--- config.mk ---
export PLATFORM = sky130hd
export DESIGN_NAME = mc_control
export DESIGN_NICKNAME = d
export VERILOG_FILES = /design/src/rtl/mc_control.sv
export SDC_FILE = /design/constraint.sdc
export NUM_CORES = 1
export LEC_CHECK = 0
export BUFFER_PORTS_ARGS = -buffer_cell sky130_fd_sc_hd__clkbuf_2
export CORE_UTILIZATION = 29
export CTS_CLUSTER_SIZE = 12
export DETAILED_ROUTE_END_ITERATION = 8
export GPL_TIMING_DRIVEN = 0
export MAX_ROUTING_LAYER = met4
export SLEW_MARGIN = 20
export SYNTH_ARGS = -nofsm -noshare
export SYNTH_HDL_FRONTEND = slang
export SYNTH_SLANG_ARGS = --single-unit
--- constraint.sdc ---
create_clock -name clk -period 1.39 [get_ports clk]
set_input_delay 0.139 -clock clk [delete_from_list [all_inputs] [get_ports clk]]
set_output_delay 0.139 -clock clk [all_outputs]
set_load 0.01 [all_outputs]
--- src/rtl/mc_control.sv ---
// mc_control: multi-cycle control sequencer for the single-ALU MIPS datapath.
// Steps each instruction through FETCH/DECODE/EXEC/MEM/WB states and drives
// the datapath mux selects, write enables and the 2-bit alu_op.
//
// Optional feature macro: MC_ADDI_EN (adds addi via ADDIEX -> ADDIWB).
//
// Ports:
//   clk, rst          : clock, synchronous active-high reset
//   opcode[5:0]       : IR[31:26]
//   mem_ready         : memory finished current access this cycle
//   pc_write,
//   pc_write_cond     : PC load enable / PC load if ALU zero
//   i_or_d            : address select (0 PC, 1 ALUOut)
//   mem_read,
//   mem_write         : memory strobes
//   ir_write          : IR load enable
//   mem_to_reg        : write-data select (1 MDR)
//   reg_dst           : destination select (1 rd, 0 rt)
//   reg_write         : register-file write enable
//   alu_src_a         : 0 PC, 1 A
//   alu_src_b[1:0]    : 00 B, 01 4, 10 imm, 11 imm<<2
//   alu_op[1:0]       : 00 add, 01 sub, 10 funct
//   pc_source[1:0]    : 00 ALU, 01 ALUOut, 10 jump target
//   instr_done        : pulse in an instruction's final state
//   illegal_op        : pulse on an undecodable opcode
//   state[3:0]        : current state (debug)
module mc_control (
    input  logic       clk,
    input  logic       rst,
    input  logic [5:0] opcode,
    input  logic       mem_ready,
    output logic       pc_write,
    output logic       pc_write_cond,
    output logic       i_or_d,
    output logic       mem_read,
    output logic       mem_write,
    output logic       ir_write,
    output logic       mem_to_reg,
    output logic       reg_dst,
    output logic       reg_write,
    output logic       alu_src_a,
    output logic [1:0] alu_src_b,
    output logic [1:0] alu_op,
    output logic [1:0] pc_source,
    output logic       instr_done,
    output logic       illegal_op,
    output logic [3:0] state
);

    typedef enum logic [3:0] {
        S_FETCH  = 4'd0,
        S_DECODE = 4'd1,
        S_MEMADR = 4'd2,
        S_MEMRD  = 4'd3,
        S_MEMWB  = 4'd4,
        S_MEMWR  = 4'd5,
        S_EXEC   = 4'd6,
        S_ALUWB  = 4'd7,
        S_BRANCH = 4'd8,
        S_JUMP   = 4'd9,
        S_ADDIEX = 4'd10,
        S_ADDIWB = 4'd11
    } state_e;

    localparam logic [5:0] OP_RTYPE = 6'b000000;
    localparam logic [5:0] OP_LW    = 6'b100011;
    localparam logic [5:0] OP_SW    = 6'b101011;
    localparam logic [5:0] OP_BEQ   = 6'b000100;
    localparam logic [5:0] OP_J     = 6'b000010;
`ifdef MC_ADDI_EN
    localparam logic [5:0] OP_ADDI  = 6'b001000;
`endif

    state_e state_q, state_d;

    // Ungated Moore decode; forced to zero below while rst is high.
    logic       pc_write_s;
    logic       pc_write_cond_s;
    logic       i_or_d_s;
    logic       mem_read_s;
    logic       mem_write_s;
    logic       ir_write_s;
    logic       mem_to_reg_s;
    logic       reg_dst_s;
    logic       reg_write_s;
    logic       alu_src_a_s;
    logic [1:0] alu_src_b_s;
    logic [1:0] alu_op_s;
    logic [1:0] pc_source_s;
    logic       instr_done_s;
    logic       illegal_op_s;

    always_ff @(posedge clk) begin
        if (rst) begin
            state_q <= S_FETCH;
        end else begin
            state_q <= state_d;
        end
    end

    always_comb begin
        state_d = S_FETCH;
        unique case (state_q)
            S_FETCH: begin
                state_d = mem_ready ? S_DECODE : S_FETCH;
            end
            S_DECODE: begin
                case (opcode)
                    OP_RTYPE: state_d = S_EXEC;
                    OP_LW:    state_d = S_MEMADR;
                    OP_SW:    state_d = S_MEMADR;
                    OP_BEQ:   state_d = S_BRANCH;
                    OP_J:     state_d = S_JUMP;
`ifdef MC_ADDI_EN
                    OP_ADDI:  state_d = S_ADDIEX;
`endif
                    default:  state_d = S_FETCH;
                endcase
            end
            S_MEMADR: begin
                // Opcode is held stable; anything else falls back to FETCH.
                if (opcode == OP_LW) begin
                    state_d = S_MEMRD;
                end else if (opcode == OP_SW) begin
                    state_d = S_MEMWR;
                end else begin
                    state_d = S_FETCH;
                end
            end
            S_MEMRD: begin
                state_d = mem_ready ? S_MEMWB : S_MEMRD;
            end
            S_MEMWR: begin
                state_d = mem_ready ? S_FETCH : S_MEMWR;
            end
            S_EXEC: begin
                state_d = S_ALUWB;
            end
`ifdef MC_ADDI_EN
            S_ADDIEX: begin
                state_d = S_ADDIWB;
            end
`endif
            default: begin
                state_d = S_FETCH;
            end
        endcase
    end

    always_comb begin
        pc_write_s      = 1'b0;
        pc_write_cond_s = 1'b0;
        i_or_d_s        = 1'b0;
        mem_read_s      = 1'b0;
        mem_write_s     = 1'b0;
        ir_write_s      = 1'b0;
        mem_to_reg_s    = 1'b0;
        reg_dst_s       = 1'b0;
        reg_write_s     = 1'b0;
        alu_src_a_s     = 1'b0;
        alu_src_b_s     = 2'b00;
        alu_op_s        = 2'b00;
        pc_source_s     = 2'b00;
        instr_done_s    = 1'b0;
        illegal_op_s    = 1'b0;
        unique case (state_q)
            S_FETCH: begin
                mem_read_s  = 1'b1;
                alu_src_b_s = 2'b01;
                // IR and PC only load on the cycle the fetch completes.
                ir_write_s  = mem_ready;
                pc_write_s  = mem_ready;
            end
            S_DECODE: begin
                alu_src_b_s = 2'b11;
                case (opcode)
                    OP_RTYPE,
                    OP_LW,
                    OP_SW,
                    OP_BEQ,
`ifdef MC_ADDI_EN
                    OP_ADDI,
`endif
                    OP_J:    illegal_op_s = 1'b0;
                    default: illegal_op_s = 1'b1;
                endcase
            end
            S_MEMADR: begin
                alu_src_a_s = 1'b1;
                alu_src_b_s = 2'b10;
            end
            S_MEMRD: begin
                mem_read_s = 1'b1;
                i_or_d_s   = 1'b1;
            end
            S_MEMWB: begin
                reg_write_s  = 1'b1;
                mem_to_reg_s = 1'b1;
                instr_done_s = 1'b1;
            end
            S_MEMWR: begin
                mem_write_s  = 1'b1;
                i_or_d_s     = 1'b1;
                instr_done_s = mem_ready;
            end
            S_EXEC: begin
                alu_src_a_s = 1'b1;
                alu_op_s    = 2'b10;
            end
            S_ALUWB: begin
                reg_write_s  = 1'b1;
                reg_dst_s    = 1'b1;
                instr_done_s = 1'b1;
            end
            S_BRANCH: begin
                alu_src_a_s     = 1'b1;
                alu_op_s        = 2'b01;
                pc_write_cond_s = 1'b1;
                pc_source_s     = 2'b01;
                instr_done_s    = 1'b1;
            end
            S_JUMP: begin
                pc_write_s   = 1'b1;
                pc_source_s  = 2'b10;
                instr_done_s = 1'b1;
            end
`ifdef MC_ADDI_EN
            S_ADDIEX: begin
                alu_src_a_s = 1'b1;
                alu_src_b_s = 2'b10;
            end
            S_ADDIWB: begin
                reg_write_s  = 1'b1;
                instr_done_s = 1'b1;
            end
`endif
            default: begin
                pc_write_s = 1'b0;
            end
        endcase
    end

    // Reset blanks everything immediately, so an abandoned instruction
    // issues no further strobes in the reset cycle.
    always_comb begin
        pc_write      = pc_write_s      & ~rst;
        pc_write_cond = pc_write_cond_s & ~rst;
        i_or_d        = i_or_d_s        & ~rst;
        mem_read      = mem_read_s      & ~rst;
        mem_write     = mem_write_s     & ~rst;
        ir_write      = ir_write_s      & ~rst;
        mem_to_reg    = mem_to_reg_s    & ~rst;
        reg_dst       = reg_dst_s       & ~rst;
        reg_write     = reg_write_s     & ~rst;
        alu_src_a     = alu_src_a_s     & ~rst;
        alu_src_b     = alu_src_b_s     & {2{~rst}};
        alu_op        = alu_op_s        & {2{~rst}};
        pc_source     = pc_source_s     & {2{~rst}};
        instr_done    = instr_done_s    & ~rst;
        illegal_op    = illegal_op_s    & ~rst;
        state         = state_q         & {4{~rst}};
    end

endmodule

==> flow_metrics.py <==
metrics = {
    "detailed_routing": {
        "drtIter0Drc": 11,
        "via_per_inst": 5.19,
        "wl_um": 1870,
        "dr.pass1.iters": 4,
        "vias": 773,
        "postRouteAntennaNets": 0,
        "wl_per_cell_um": 12.6,
        "drc_errors": 0,
    },
    "synth": {
        "synthTopCellsByArea": "dfxtp_1 (14%), nor3_1 (7.9%), nor4_1 (7.7%), nor2b_1 (6.6%), nand2_1 (5.3%)",
        "synth-compound-area-share": 0.119,
        "synth_simple_gate_area_share": 0.578,
        "syn_area_per_cell_um2": 6.83,
        "synth_top_area_frac": 0.141,
        "synthAdderAreaFrac": 0,
        "syn-cell-area_um2": 567,
        "seq_area_frac_synth": 0.141,
        "ys_ff_latch": 4,
        "synth_top_family_by_area": "simple AND/OR/NAND/NOR gates",
        "synth_nets": 92,
        "yosysWarnings": 0,
        "synth_xor_area_frac": 0.0464,
        "synth_top_area_cell": "dfxtp_1",
        "muxShareOfSynthArea": 0.0199,
        "yosysUniqueCellTypes": 33,
        "synthCells": 83,
    },
    "timing": {
        "fmax_mhz": 658,
        "tns_ns": -0.415,
        "finalWorstSetupSlack_ns": -0.131,
        "period_needed_ns": 1.52,
        "slew_violations": 0,
        "maxSlewHeadroom": 0.558,
        "finalCritPeriodShare": 1.09,
        "hold_violations": 0,
        "rsz0062_at_grt": "yes",
        "tightest_slew_ns": 0.663,
        "setup_viol": 6,
        "clock_skew_ns": 0.00244,
        "whs_ns": 0.250,
    },
    "floorplanning": {
        "die_x_um": 46.2,
        "rows": 15,
        "ios": 31,
        "core_um2": 1780,
        "start_util": 0.318,
        "die_area_um2": 2140,
        "dieHeight_um": 46.2,
    },
    "critical_path": {
        "crit_required_ns": 1.25,
        "r2r_start": "state_q[1]",
        "worst_r2r_endpoint": "state_q[1]",
        "cp_max_fo": 6,
        "start_kind": "flip-flop",
        "r2r_setup_slack_ns": 0.02,
        "cp.arrival_ns": 1.38,
        "slowest_stage": "or4_4",
        "crit_path_end_kind": "output pin",
        "max_stage_delay_ns": 0.54,
        "r2r_cells": 4,
        "crit_type": "reg2out",
        "cp_cell_sequence": "or4_4 -> nor3_2 -> buf_2",
    },
    "grt": {
        "antenna_found_initial": 0,
        "grt_pass1_vias": 573,
        "grt_max_degree": 11,
        "grt_pass1_wl_um": 2590,
        "grt_usage": 0.169,
        "overflow": 0,
    },
    "outcome": {
        "status": "finished with violations",
        "violations": "negative setup slack",
    },
    "power": {
        "cellPowerDensity_nw_per_um2": 371,
        "leakage_nw": 0.466,
        "ir_worst_vdd_mv": 0.587,
    },
    "clocking": {
        "cts-htree-levels": 1,
        "cts_sinks": 4,
        "cts_hold_buf": 0,
        "clk_latency_ns": 0.23,
        "cts-buffers-inserted": 3,
        "cts-root-buf": "clkbuf_4",
        "cts_buffer_depth": 2,
        "path_clk_slew_ns": 0.03,
        "cts_tree": "built",
    },
    "hold_path": {
        "hold_class": "in2reg",
        "hp-start": "opcode[0]",
        "min_to": "state_q[3]",
        "hold_depth": 3,
    },
    "final_layout": {
        "nFillCells": 165,
        "drive_gt1_frac": 0.653,
        "biggestRegsByFlops": "state_q: 4 flops",
        "diodes": 0,
        "largest-register": "state_q",
        "syn2layout_area_growth_pct": 90.3,
        "largest_reg_flops": 4,
        "design_area_um2": 1080,
        "finalNonFillerCells": 149,
        "nets": 135,
    },
    "place": {
        "pre_cts_ws_ns": -0.151,
        "post-dp-hpwl_um": 1240,
        "dpl_cell_area_um2": 759,
        "numPortBuffers": 30,
        "gp_congestion": 0.790,
        "placed_cells": 138,
    },
    "job": {
        "maxCapViolCount": 0,
    },
}
==> final cells by class <==
class	instances	area, µm²	share of cell area
flip-flops and latches	4	92.6	0.0858
plain buffers	5	73.8	0.0684
multi-input cells	71	602	0.558
repair buffers	41	256	0.238
well taps	25	31.3	0.0290
clock buffers	3	22.5	0.0209
==> routing by layer <==
metal | global-route usage | part of all wire
met1 | 0.216 | 0.45
met2 | 0.276 | 0.50
met3 | 0.0392 | 0.042
met4 | 0.0235 | 0.0075
met5 | - | 0
==> cells in the final DEF, fill, tap and decap left out, types with 3 or more instances in the layout <==
cell type and count:
a21oi_1 4, buf_2 11, buf_4 7, buf_6 4
buf_8 3, clkbuf_2 18, clkbuf_4 3, dfxtp_4 3
nand2_1 6, nor2_1 6, nor2b_1 5, nor3_1 4
nor3_2 4, nor4_2 3, nor4_4 3
==> synth_stat cells (all sizes together) <==
master  number
or4b         1
or2          1
nand3b       2
a31oi        2
dfxtp        4
or4          2
nand2        8
a21o         1
a21oi        5
nand2b       5
nor4         8
a31o         2
nor3         9
mux2         1
nand4b       1
xnor2        2
nor2b        6
xor2         1
nand3        2
and3         1
or3          1
o21ai        1
and2b        1
clkbuf       5
nor2         8
buf          3
==> worst max-delay path by stage <==
stage	start	endpoint	slack, ns	cells past startpoint
4_1_cts	state_q[1]	illegal_op	-0.23	5
3_3_place_gp	state_q[2]	instr_done	-0.12	6
2_1_floorplan	state_q[1]	illegal_op	0.02	4
3_5_place_dp	state_q[2]	instr_done	-0.15	6
5_1_grt	state_q[0]	illegal_op	-0.19	4
6_report	state_q[3]	illegal_op	-0.13	3
==> worst max-delay path, delay by kind of cell, from the launching register on <==
family                 cells  cell delay [ns]
buffers and inverters      1             0.14
DFF                        1             0.36
and+or+nand+nor            2             0.65
==> power breakdown <==
part | switching (mW) | internal, mW
registers | 0.00569 | 0.113
logic | 0.0744 | 0.0678
clock network | 0.0431 | 0.0963
total | 0.123 | 0.277
==> through the flow <==
stage / utilization / power (mW)
after CTS: 0.508 / 0.379
after detailed placement: 0.426 / 0.220
after global placement: 0.426 / 0.218
final: 0.605 / 0.401
after floorplan: - / 0.179
after global routing: 0.605 / 0.433
==> logic make-up after synthesis <==
logic type,count (synthesis)
muxes,1
AOI/OAI and AO/OA,11
buffers and inverters,8
xor gates and xnor gates,3
DFF,4
and+or+nand+nor,56
==> what timing repair did <==
item / in CTS / in global routing
setup buffers: 4 / 6
setup endpoints to repair: 24 / 20
gates cloned: 1 / 0
pin swaps: 6 / 7
gates resized for setup: 23 / 44
(Power assumes the default switching activity.)
